**config.mk**
```make
export PLATFORM = sky130hd
export DESIGN_NAME = dmem_store_ctrl
export DESIGN_NICKNAME = d
export VERILOG_FILES = /design/src/rtl/dmem_store_ctrl.sv
export SDC_FILE = /design/constraint.sdc
export NUM_CORES = 1
export LEC_CHECK = 0
export ABC_AREA = 0
export BUFFER_PORTS_ARGS = -buffer_cell sky130_fd_sc_hd__buf_2
export CAP_MARGIN = 20
export CORE_UTILIZATION = 30
export DETAILED_ROUTE_END_ITERATION = 10
export SLEW_MARGIN = 20
export SYNTH_ARGS = -nofsm -noshare
export SYNTH_HDL_FRONTEND = slang
export SYNTH_SLANG_ARGS = --single-unit
export TNS_END_PERCENT = 1
```
**constraint.sdc**
```tcl
create_clock -name clk -period 6.4 [get_ports clk]
set_input_delay 0.64 -clock clk [delete_from_list [all_inputs] [get_ports clk]]
set_output_delay 0.64 -clock clk [all_outputs]
set_load 0.01 [all_outputs]
```
**src/rtl/dmem_store_ctrl.sv**
```systemverilog
// Store queue and single-port dmem arbiter: load priority, RAW blocking, drain.
// Optional perf counters under `define DMEM_STORE_PERF_EN.
module dmem_store_ctrl #(
  parameter int DEPTH = 4,
  parameter int CNT_W = 32
) (
  input  logic        clk,
  input  logic        rst,
  input  logic        st_valid,
  output logic        st_ready,
  input  logic [31:0] st_addr,
  input  logic [31:0] st_data,
  input  logic [1:0]  st_sel,
  input  logic        ld_valid,
  output logic        ld_ready,
  input  logic [31:0] ld_addr,
  input  logic        drain_req,
  output logic        drain_done,
  output logic        misalign_err,
  output logic        dmem_en,
  output logic [3:0]  dmem_we,
  output logic [29:0] dmem_addr,
  output logic [31:0] dmem_wdata
`ifdef DMEM_STORE_PERF_EN
  ,
  output logic [CNT_W-1:0] perf_st_issued,
  output logic [CNT_W-1:0] perf_ld_stall
`endif
);

  localparam int PW = $clog2(DEPTH);
  localparam int CW = PW + 1;
  localparam logic [CW-1:0] FULL = CW'(DEPTH);

  localparam logic [0:0] NORMAL = 1'b0;
  localparam logic [0:0] DRAIN  = 1'b1;

  logic [0:0]    state_q, state_d;
  logic [CW-1:0] cnt_q, cnt_d;
  logic [PW-1:0] wptr_q, wptr_d;
  logic [PW-1:0] rptr_q, rptr_d;
  logic [DEPTH-1:0] vld_q;

  logic [29:0] addr_q [DEPTH];
  logic [3:0]  be_q   [DEPTH];
  logic [31:0] wd_q   [DEPTH];

  logic        en_q;
  logic [3:0]  we_q;
  logic [29:0] dadr_q;
  logic [31:0] dwd_q;
  logic        done_q, done_d;
  logic        err_q;

  logic        legal;
  logic [3:0]  f_we;
  logic [31:0] f_wd;
  logic [1:0]  off;
  logic        hazard;
  logic        full;
  logic        st_go;
  logic        st_acc;
  logic        enq;

  assign off = st_addr[1:0];

  always_comb begin
    legal = 1'b0;
    f_we  = 4'b0000;
    f_wd  = 32'h0;
    unique case (st_sel)
      2'b00: begin
        legal = 1'b1;
        f_we  = 4'b0001 << off;
        f_wd  = {24'h0, st_data[7:0]} << {off, 3'b000};
      end
      2'b01: begin
        legal = !off[0];
        f_we  = off[1] ? 4'b1100 : 4'b0011;
        f_wd  = {16'h0, st_data[15:0]} << {off, 3'b000};
      end
      2'b10: begin
        legal = (off == 2'b00);
        f_we  = 4'b1111;
        f_wd  = st_data;
      end
      default: begin
        legal = 1'b0;
      end
    endcase
  end

  always_comb begin
    hazard = 1'b0;
    for (int i = 0; i < DEPTH; i++) begin
      if (vld_q[i] && addr_q[i] == ld_addr[31:2]) begin
        hazard = 1'b1;
      end
    end
    hazard = hazard && ld_valid;
  end

  assign full     = (cnt_q == FULL);
  assign st_ready = !full && (state_q == NORMAL);
  assign st_go    = (cnt_q != '0) &&
                    ((state_q == DRAIN) || full ||
                     hazard || !ld_valid);
  assign ld_ready = ld_valid && (state_q == NORMAL)
                    && !st_go;
  assign st_acc   = st_valid && st_ready;
  assign enq      = st_acc && legal;

  always_comb begin
    cnt_d  = cnt_q;
    wptr_d = wptr_q;
    rptr_d = rptr_q;
    if (enq) begin
      wptr_d = wptr_q + 1'b1;
    end
    if (st_go) begin
      rptr_d = rptr_q + 1'b1;
    end
    unique case ({enq, st_go})
      2'b10:   cnt_d = cnt_q + 1'b1;
      2'b01:   cnt_d = cnt_q - 1'b1;
      default: cnt_d = cnt_q;
    endcase
  end

  // Drain completes in the cycle the last entry leaves (or at once if empty).
  always_comb begin
    state_d = state_q;
    done_d  = 1'b0;
    unique case (state_q)
      NORMAL: begin
        if (drain_req) begin
          state_d = DRAIN;
        end
      end
      default: begin
        if (cnt_d == '0) begin
          state_d = NORMAL;
          done_d  = 1'b1;
        end
      end
    endcase
  end

  always_ff @(posedge clk) begin
    if (rst) begin
      state_q <= NORMAL;
      cnt_q   <= '0;
      wptr_q  <= '0;
      rptr_q  <= '0;
      vld_q   <= '0;
      en_q    <= 1'b0;
      we_q    <= 4'b0000;
      dadr_q  <= 30'h0;
      dwd_q   <= 32'h0;
      done_q  <= 1'b0;
      err_q   <= 1'b0;
    end else begin
      state_q <= state_d;
      cnt_q   <= cnt_d;
      wptr_q  <= wptr_d;
      rptr_q  <= rptr_d;
      done_q  <= done_d;
      err_q   <= st_acc && !legal;
      if (st_go) begin
        vld_q[rptr_q] <= 1'b0;
      end
      if (enq) begin
        vld_q[wptr_q] <= 1'b1;
      end
      if (st_go) begin
        en_q   <= 1'b1;
        we_q   <= be_q[rptr_q];
        dadr_q <= addr_q[rptr_q];
        dwd_q  <= wd_q[rptr_q];
      end else if (ld_ready) begin
        en_q   <= 1'b1;
        we_q   <= 4'b0000;
        dadr_q <= ld_addr[31:2];
        dwd_q  <= 32'h0;
      end else begin
        en_q   <= 1'b0;
        we_q   <= 4'b0000;
      end
    end
  end

  always_ff @(posedge clk) begin
    if (enq) begin
      addr_q[wptr_q] <= st_addr[31:2];
      be_q[wptr_q]   <= f_we;
      wd_q[wptr_q]   <= f_wd;
    end
  end

  assign drain_done   = done_q;
  assign misalign_err = err_q;
  assign dmem_en      = en_q;
  assign dmem_we      = we_q;
  assign dmem_addr    = dadr_q;
  assign dmem_wdata   = dwd_q;

`ifdef DMEM_STORE_PERF_EN
  logic [CNT_W-1:0] pst_q;
  logic [CNT_W-1:0] pld_q;

  always_ff @(posedge clk) begin
    if (rst) begin
      pst_q <= '0;
      pld_q <= '0;
    end else begin
      if (st_go) begin
        pst_q <= pst_q + 1'b1;
      end
      if (ld_valid && !ld_ready) begin
        pld_q <= pld_q + 1'b1;
      end
    end
  end

  assign perf_st_issued = pst_q;
  assign perf_ld_stall  = pld_q;
`endif

endmodule

```
# Yosys cells after proc, flatten, opt, wreduce, memory -nomap -nowiden
# Memory sizes are Yosys's and may differ from the RTL's. A register that Yosys moved wholly into a read port is not among the register bits.
# Index checks and enable logic that the tools add are counted.
[word_totals]
register_bits = 77
latchBits = 0
mem_bits_rw = 264
rom_bits = 0
input_bits = 103
out_inout_bits = 71
wordCells = 99
memories = 3
[op_classes]
add_sub_neg = 4
n_mul = 0
n_div = 0
n_lt_le_gt_ge = 4
eq_ne = 9
shift = 3
muxes = 32
bitwise_logic = 5
n_reduce_logical = 29
[memory_table]
columns = ["memory", "words", "width", "rd", "rd_clocked_by_memory_dff", "wr", "line", "rtl"]
rows = [
  ["wd_q", 4, 32, 1, 1, 1, "46", "logic [31:0] wd_q [DEPTH];"],
  ["addr_q", 4, 30, 5, 1, 1, "44", "logic [29:0] addr_q [DEPTH];"],
  ["be_q", 4, 4, 1, 1, 1, "45", "logic [3:0] be_q [DEPTH];"],
]
[op_table]
columns = ["operator", "n"]
rows = [
  ["equality test 30 bit", 4],
  ["one-hot mux 32 bit (3 select lines)", 1],
  ["2-to-1 mux 32 bit", 2],
  ["2-to-1 mux 30 bit", 2],
  ["left shift 16 x 5 -> 32 bit", 1],
  ["left shift 8 x 5 -> 32 bit", 1],
  ["2-to-1 mux 4 bit", 4],
  ["logical AND 1 bit", 14],
  ["2-to-1 mux 1 bit", 14],
  ["one-hot mux 4 bit (3 select lines)", 1],
  ["2-to-1 mux 2 bit", 4],
  ["< comparator 2 x 3 -> 1 bit, second input constant", 2],
  ["one-hot mux 3 bit (2 select lines)", 1],
  ["logical NOT 1 bit", 5],
  ["adder 2 x 1 -> 2 bit, second input constant", 2],
  ["bitwise AND 4 bit", 1],
  ["demux 1 bit (select 2 bit)", 2],
  ["equality test 2 x 1 -> 1 bit, second input constant", 2],
  ["equality test 2 bit, second input constant", 2],
  ["greater-or-equal comparator 2 x 1 -> 1 bit, second input constant", 2],
  ["logical NOT 2 bit", 2],
  ["NOT 4 bit", 1],
  ["bitwise OR 4 bit", 1],
  ["OR reduction 2 bit", 2],
  ["10 further kinds", 13],
]

# Logic depth before layout (Yosys ltp)
# Gate-level depths: netlist of run 1.
[logic_depth]
word_depth = 15
ltp_mapped = 17
mapped_depth_nobuf = 14

# Least setup slack after synthesis of run 1
# No wires, ideal clock.
[synth_path]
path_kind = "input -> register"
start = "input port st_sel[0]"
end = "memory addr_q[0][0], enable pin"
setup_ns = 0.433
arrival_time_ns = 3.020
t_required_ns = 5.967
setup_slack_ns = 2.947
stages = 6
n_path_buf = 2
path_cell_list = "clkbuf_1 a21oi_1 a21o_1 and3_1 clkbuf_1 and2_1"
[synth_via]
elab_chain_len = 5
word_cells_on_any_way = 7
cone_classes = "2 x eq/ne; 3 x mux; 2 x reduce/logical"
[synth_rtl]
columns = ["element", "line", "rtl"]
rows = [
  ["from (decl)", "13", "input logic [1:0] st_sel,"],
  ["equality test 2 bit, or another cell as far along", "71", "unique case (st_sel)"],
  ["one-hot mux 1 bit (3 select lines) *", "71", ""],
  ["logical AND 1 bit *", "111", "assign enq = st_acc && legal;"],
  ["2-to-1 mux 1 bit *", "193", "if (enq) begin"],
  ["2-to-1 mux 1 bit (not written as such) *", "194", "addr_q[wptr_q] <= st_addr[31:2];"],
  ["to (decl)", "44", ""],
]
# Every way passes the cells marked *; elsewhere a longest branch is shown, timed or not.

==> impl_metrics.py, run 1 <==
metrics = {
    "detailed_routing": {
        "vias": 9917,
        "wl_per_cell_um": 22.6,
        "post-route-drc-count": 0,
        "wl_mm": 43.6,
        "vias_per_cell": 5.15,
        "ant_nets": 0,
        "drtIter0Drc": 920,
        "dr.pass1.iters": 5,
    },
    "floorplan": {
        "io_pins": 174,
        "initial_core_util_pct": 30.4,
        "die_x_um": 230,
        "die_h_um": 230,
        "core_area_um2": 51400,
        "design.die.area_um2": 53000,
        "rows": 83,
    },
    "global_routing": {
        "grt_pass1_vias": 9746,
        "grt_pass1_wl_mm": 64.1,
        "grt_max_degree": 66,
        "grtUsageTotal_pct": 16.3,
        "grt_overflow": 0,
        "grtUsageMet2_pct": 26.8,
        "antenna_found_initial": 6,
        "grtUsageMet1_pct": 21.7,
        "grt.busiest_layer": "met2",
        "grt_use_met3_pct": 3.66,
    },
    "cts": {
        "clockBufferDepth": 3,
        "hold_buffers": 0,
        "post_cts_buffers": 0,
        "clk_latency_ns": 0.54,
        "h-tree-depth": 2,
        "clock-sinks": 347,
        "root_buffer": "clkbuf_16",
        "ctsResizeCount": 0,
        "clkTransAtPathRegs_ns": 0.07,
        "cts_tree": "done",
        "numCtsBuffers": 38,
    },
    "synthesis": {
        "syn-instance-count": 1089,
        "synthesis.nets": 1202,
        "yosysUniqueCellTypes": 43,
        "yosysWarnings": 0,
        "syn-mean-instance-area_um2": 14.3,
        "synth_area_um2": 15600,
        "yosysSeqAreaShare_pct": 61.4,
        "ys_ff_latch": 347,
    },
    "finish": {
        "fin_area_um2": 18400,
        "fill_cells": 4920,
        "nets": 1327,
        "layout-drive-gt1-share_pct": 28.6,
        "synthToLayoutAreaGrowth_pct": 17.7,
        "finalCoreUtilization_pct": 35.7,
    },
    "sta": {
        "hold_viol_final": 0,
        "setup_viol": 0,
        "finalSetupTns_ns": 0,
        "slew_viol_final": 0,
        "timing.slew.headroom_pct": 20.1,
        "rsz0062_at_grt": "false",
        "fin_crit_ns": 4.04,
        "fin_crit_sh_pct": 63.1,
        "worst_pin_slew_ns": 1.19,
        "fmax_mhz": 247,
        "fin_skew_ns": 0.0249,
    },
    "placed_design": {
        "gp_congestion": 0.911,
        "dp_hpwl_mm": 28.5,
        "post_dp_cell_area_um2": 17000,
        "port_buffers": 171,
    },
    "critical_path": {
        "arrival_ns": 3.40,
        "reg2reg_setup_slack_ns": 2.80,
        "end_kind": "output pin",
        "cp_cell_sequence": "xnor2_1, nand4_1, nor4_1, a21oi_4, buf_4, nand3_2, a21boi_0, buf_2",
        "crit_path_max_fanout": 65,
        "crit_buf_inv": 2,
        "cpMaxStageDelayCell": "nor4_1",
        "critical_path.top_delay_family": "simple AND/OR/NAND/NOR gates",
        "critPathKind": "reg2out",
        "startpoint_type": "flip-flop",
        "slowest_delay_ns": 1.01,
        "cp_data_required_time_ns": 5.76,
    },
    "outcome": {
        "status": "completed",
    },
    "min_path": {
        "hp-class": "in2reg",
    },
    "job": {
        "maxCapViolations": 0,
    },
    "power_and_ir_drop": {
        "irDropWorstVdd_uv": 225,
        "leakage_nw": 6.20,
        "power.density_nw_per_um2": 377,
    },
}
cell type report:
type | instances | area (µm²) | share of cell area (%)
flip-flops and latches | 347 | 9590 | 52.2
multi-input cells | 629 | 5570 | 30.3
clock buffers | 49 | 1070 | 5.84
repair buffers | 186 | 968 | 5.27
well taps | 680 | 851 | 4.63
clock inverters | 20 | 268 | 1.46
inverters | 12 | 45.0 | 0.245
diodes | 4 | 10.0 | 0.0545
stage by stage:
| stage | power (mW) | cells | hold slack, ns | setup slack (ns) |
|---|---|---|---|---|
| 3_5_place_dp | 4.67 | 1854 | 0.452 | 2.41 |
| 6_report | 6.93 | 1927 | 0.308 | 2.36 |
| 5_1_grt | 7.25 | 1923 | 0.305 | 2.26 |
| 2_1_floorplan | 4.08 | 1089 | 0.486 | 2.95 |
| 4_1_cts | 7.02 | 1923 | 0.292 | 2.33 |
| 3_3_place_gp | 4.64 | 1854 | 0.444 | 2.39 |
sequential cells by signal (all words and copies together), names as in the netlist, named ones only:
register and cells:
misalign_err 1, dmem_addr 30, wd_q 128, dmem_we 4, rptr_q 2, wptr_q 2, addr_q 120, cnt_q 3
drain_done 1, be_q 16, dmem_en 1, state_q 1, vld_q 4, dmem_wdata 32
per-layer routing:
layer,up-vias,wire length (µm)
met2,422,21000
met5,-,24
met4,4,793
li1,4422,-
met3,58,3640
met1,5011,18200
synth_stat cells, drive strengths merged:
| library cell | count | area, µm² |
|---|---|---|
| nor3 | 6 | 30.0 |
| a2bb2oi | 1 | 8.76 |
| a311o | 1 | 10.0 |
| nand2b | 2 | 12.5 |
| nor2b | 5 | 31.3 |
| nand4 | 59 | 369 |
| nor4 | 8 | 50.1 |
| nand2 | 71 | 267 |
| a22o | 1 | 8.76 |
| a22oi | 9 | 72.6 |
| nand3b | 1 | 7.51 |
| inv | 12 | 45.0 |
| a21o | 1 | 7.51 |
| edfxtp | 264 | 7930 |
| mux4 | 66 | 1490 |
| ha | 9 | 113 |
| o21ai | 30 | 150 |
| o211ai | 32 | 370 |
| or3 | 1 | 6.26 |
| a21oi | 21 | 105 |
| o211a | 1 | 10.0 |
| a31oi | 1 | 6.26 |
| a32o | 32 | 320 |
| nor2 | 55 | 206 |
| or2 | 2 | 12.5 |
| and2 | 13 | 83.8 |
| o22a | 30 | 263 |
| a21boi | 1 | 7.51 |
| buf | 53 | 284 |
| mux2i | 33 | 330 |
| clkbuf | 48 | 180 |
| and3 | 7 | 43.8 |
| xnor2 | 122 | 1070 |
| xor2 | 2 | 17.5 |
| dfxtp | 83 | 1660 |
| nand3 | 5 | 25.0 |
| fa | 1 | 20.0 |
kinds of logic (layout without fill, tap and decap cells):
kind of cell,count (synthesis),count (layout),synth area share [%]
simple gates,235,235,7.33
fa+ha+maj,10,10,0.849
mux,99,99,11.6
xor+xnor,124,124,6.95
compound gates,161,161,8.58
flops,347,347,61.4
buf+inv,113,267,3.26
other cells,0,4,0
placed cells by master, fill, tap and decap left out, types with 3 or more instances in the layout:
cell,count
a21oi_1,20
a22oi_1,8
a32o_1,32
and2_1,8
and2_4,5
and3_1,7
buf_2,171
buf_4,15
bufinv_16,6
clkbuf_1,4
clkbuf_16,39
clkbuf_8,6
clkinv_2,7
clkinvlp_4,3
dfxtp_1,81
diode_2,4
edfxtp_1,264
ha_1,9
inv_1,12
mux2i_1,33
mux4_2,66
nand2_1,71
nand3_1,4
nand4_1,59
nor2_1,54
nor2b_1,4
nor3_1,5
nor4_1,8
o211ai_1,6
o211ai_2,26
o21ai_0,30
o22a_1,30
xnor2_1,122
path summary, 6_finish.rpt:
path	startpoint	end	cells after the start
max	addr_q[3][1]$_DFFE_PP_	ld_ready	8
min	st_addr[4]	addr_q[1][2]$_DFFE_PP_	1
max reg2reg	addr_q[3][1]$_DFFE_PP_	state_q$_SDFF_PP0_	13
min reg2reg	dmem_wdata[6]$_SDFFE_PP0P_	dmem_wdata[6]$_SDFFE_PP0P_	1
worst register-to-register path, cell delays in order (launching register included):
cell and delay [ns]:
edfxtp_1 0.40, xnor2_1 0.33, nand4_1 0.16, nor4_1 1.01, a21oi_4 0.12, a21oi_1 0.18, ha_1 0.20, inv_1 0.06
fa_1 0.37, xor2_1 0.15, nor2_1 0.11, xnor2_1 0.15, nand3b_1 0.12, o211a_1 0.13
report_power, final:
group          total [mW]  leakage, nW  switching (mW)  internal, mW
Combinational        1.73         2.45           0.947         0.782
Clock                2.34        0.656           0.905          1.43
Sequential           2.87         3.09           0.208          2.66
Total                6.93         6.20            2.06          4.87
No activity file was read; power rests on OpenSTA's default activity.
==> run 2, diff against run 1 <==
- clock period: 6.4 -> 4.08 ns (I/O delays scaled with it)
==> run 2 against run 1 <==
Register-to-register slack got worse by 2.1 ns. Largest power group unchanged. Cell area down 0.37%. Critical path type unchanged. Sequential power is 58% higher.
==> impl_metrics.py, run 2 (synthesized netlist as in run 1, its figures left out) <==
metrics = {
    "outcome": {
        "status": "completed",
    },
    "finish": {
        "fin_cells": 1929,
        "final_cell_mix": "edfxtp_1, buf_2, xnor2_1",
        "fin_area_um2": 18300,
        "top_register": "wd_q",
        "synthToLayoutAreaGrowth_pct": 17.2,
        "mostFrequentLayoutCell": "edfxtp_1",
        "layout-drive-gt1-share_pct": 27.9,
        "nets": 1330,
        "largest_reg_flops": 128,
        "finalCoreUtilization_pct": 35.6,
    },
    "critical_path": {
        "arrival_ns": 3.00,
        "startpoint_type": "flip-flop",
        "crit_path_max_fanout": 65,
        "r2r_end": "state_q$_SDFF_PP0_",
        "worstSetupEndpoint": "ld_ready",
        "slowest_delay_ns": 0.63,
        "reg2reg_setup_slack_ns": 0.67,
        "critPathKind": "reg2out",
        "end_kind": "output pin",
        "worstSetupStartpoint": "cnt_q[0]$_SDFF_PP0_",
        "r2r-start": "addr_q[0][14]$_DFFE_PP_",
        "reg2reg_depth": 14,
        "cpMaxStageDelayCell": "buf_4",
        "cp_cell_sequence": "inv_1, a31oi_1, nand2_1, a21oi_4, buf_4, nand3_2, a21boi_0, buf_2",
        "cp_data_required_time_ns": 3.67,
    },
    "power_and_ir_drop": {
        "irDropWorstVdd_uv": 352,
        "leakage_nw": 6.15,
        "total_power_mw": 10.5,
        "p_clk_share_pct": 31.1,
        "p_sw_mw": 3.22,
        "internal-power_mw": 7.32,
        "switching_share_pct": 30.5,
        "power.density_nw_per_um2": 575,
        "seqPwrFrac_pct": 43.1,
        "comb_power_share_pct": 25.8,
    },
    "sta": {
        "fmax_mhz": 293,
        "hold_viol_final": 0,
        "slew_viol_final": 0,
        "rsz0062_at_grt": "false",
        "hold_ws_ns": 0.0837,
        "setup_viol": 0,
        "fin_skew_ns": 0.0221,
        "setup_slack_ns": 0.668,
        "worst_pin_slew_ns": 1.10,
        "finalSetupTns_ns": 0,
        "fin_crit_sh_pct": 83.6,
        "fin_crit_ns": 3.41,
        "timing.slew.headroom_pct": 26.9,
    },
    "floorplan": {
        "core_area_um2": 51400,
        "die_h_um": 230,
        "io_pins": 174,
        "die_x_um": 230,
        "initial_core_util_pct": 30.4,
        "design.die.area_um2": 53000,
        "rows": 83,
    },
    "global_routing": {
        "grt_pass1_wl_mm": 64.6,
        "grt_pass1_vias": 9940,
        "antenna_found_initial": 9,
        "grt_max_degree": 66,
        "grt_overflow": 0,
        "grtUsageTotal_pct": 16.4,
    },
    "placed_design": {
        "gp_congestion": 0.930,
        "port_buffers": 171,
        "post-place-cells": 1857,
        "post_dp_cell_area_um2": 17100,
        "dp_hpwl_mm": 29.0,
        "post-place-ws_ns": 0.570,
    },
    "min_path": {
        "hp-class": "in2reg",
    },
    "cts": {
        "h-tree-depth": 2,
        "hold_buffers": 0,
        "cts_tree": "done",
        "clkTransAtPathRegs_ns": 0.06,
        "clockBufferDepth": 3,
        "ctsResizeCount": 0,
        "clk_latency_ns": 0.54,
        "clock-sinks": 347,
        "root_buffer": "clkbuf_16",
        "post_cts_buffers": 0,
        "numCtsBuffers": 38,
    },
    "job": {
        "maxCapViolations": 0,
    },
    "detailed_routing": {
        "vias_per_cell": 5.16,
        "ant_nets": 0,
        "vias": 9947,
        "wl_per_cell_um": 22.9,
        "drtIter0Drc": 693,
        "post-route-drc-count": 0,
        "dr.pass1.iters": 5,
        "wl_mm": 44.3,
    },
}
==> run 2: final cells by class <==
class                           count  area (µm²)
Antenna cell                        3        7.51
Clock buffer                       56        1110
Clock inverter                     13        66.3
Fill cell                        4986       33100
Inverter                           12        45.0
Multi-Input combinational cell    629        5570
Sequential cell                   347        9590
Tap cell                          680         851
Timing Repair Buffer              189        1070
==> run 2: power by group through the flow <==
stage | logic, mW | clock network [mW] | registers, mW
after global routing | 2.93 | 3.48 | 4.60
after CTS | 2.76 | 3.33 | 4.55
final | 2.72 | 3.28 | 4.54
after floorplan | 1.91 | 0 | 4.49
after global placement | 2.70 | 0 | 4.61
after detailed placement | 2.75 | 0 | 4.62
==> run 2: worst min path at each step <==
stage                                      startpoint                           to  slack (ns)  cells past startpoint
after floorplan                    state_q$_SDFF_PP0_        drain_done$_SDFF_PP0_        0.49                      2
after global placement    dmem_wdata[14]$_SDFFE_PP0P_  dmem_wdata[14]$_SDFFE_PP0P_        0.44                      1
after detailed placement   dmem_wdata[6]$_SDFFE_PP0P_   dmem_wdata[6]$_SDFFE_PP0P_        0.45                      1
after CTS                                 st_addr[23]      addr_q[3][21]$_DFFE_PP_        0.06                      1
after global routing                      st_addr[11]       addr_q[1][9]$_DFFE_PP_        0.08                      1
final                                      st_addr[9]       addr_q[1][7]$_DFFE_PP_        0.08                      1
==> run 2: metal layers <==
metal / global-route usage [%] / part of all wire (%) / wire, µm / up-vias
met2: 27.4 / 49 / 21500 / 378
li1: - / - / - / 4433
met3: 4.27 / 7.9 / 3510 / 82
met4: 4.49 / 2.2 / 974 / 12
met5: 0 / 0.17 / 74 / -
met1: 20.9 / 41 / 18200 / 5042
==> run 2: worst max-delay path, delay by kind of cell (launching register included) <==
kind | cells | cell delay [ns]
flip-flops | 1 | 0.42
AO/OA/AOI/OAI | 3 | 0.78
AND/OR/NAND/NOR | 2 | 0.33
buffers and inverters | 3 | 0.93
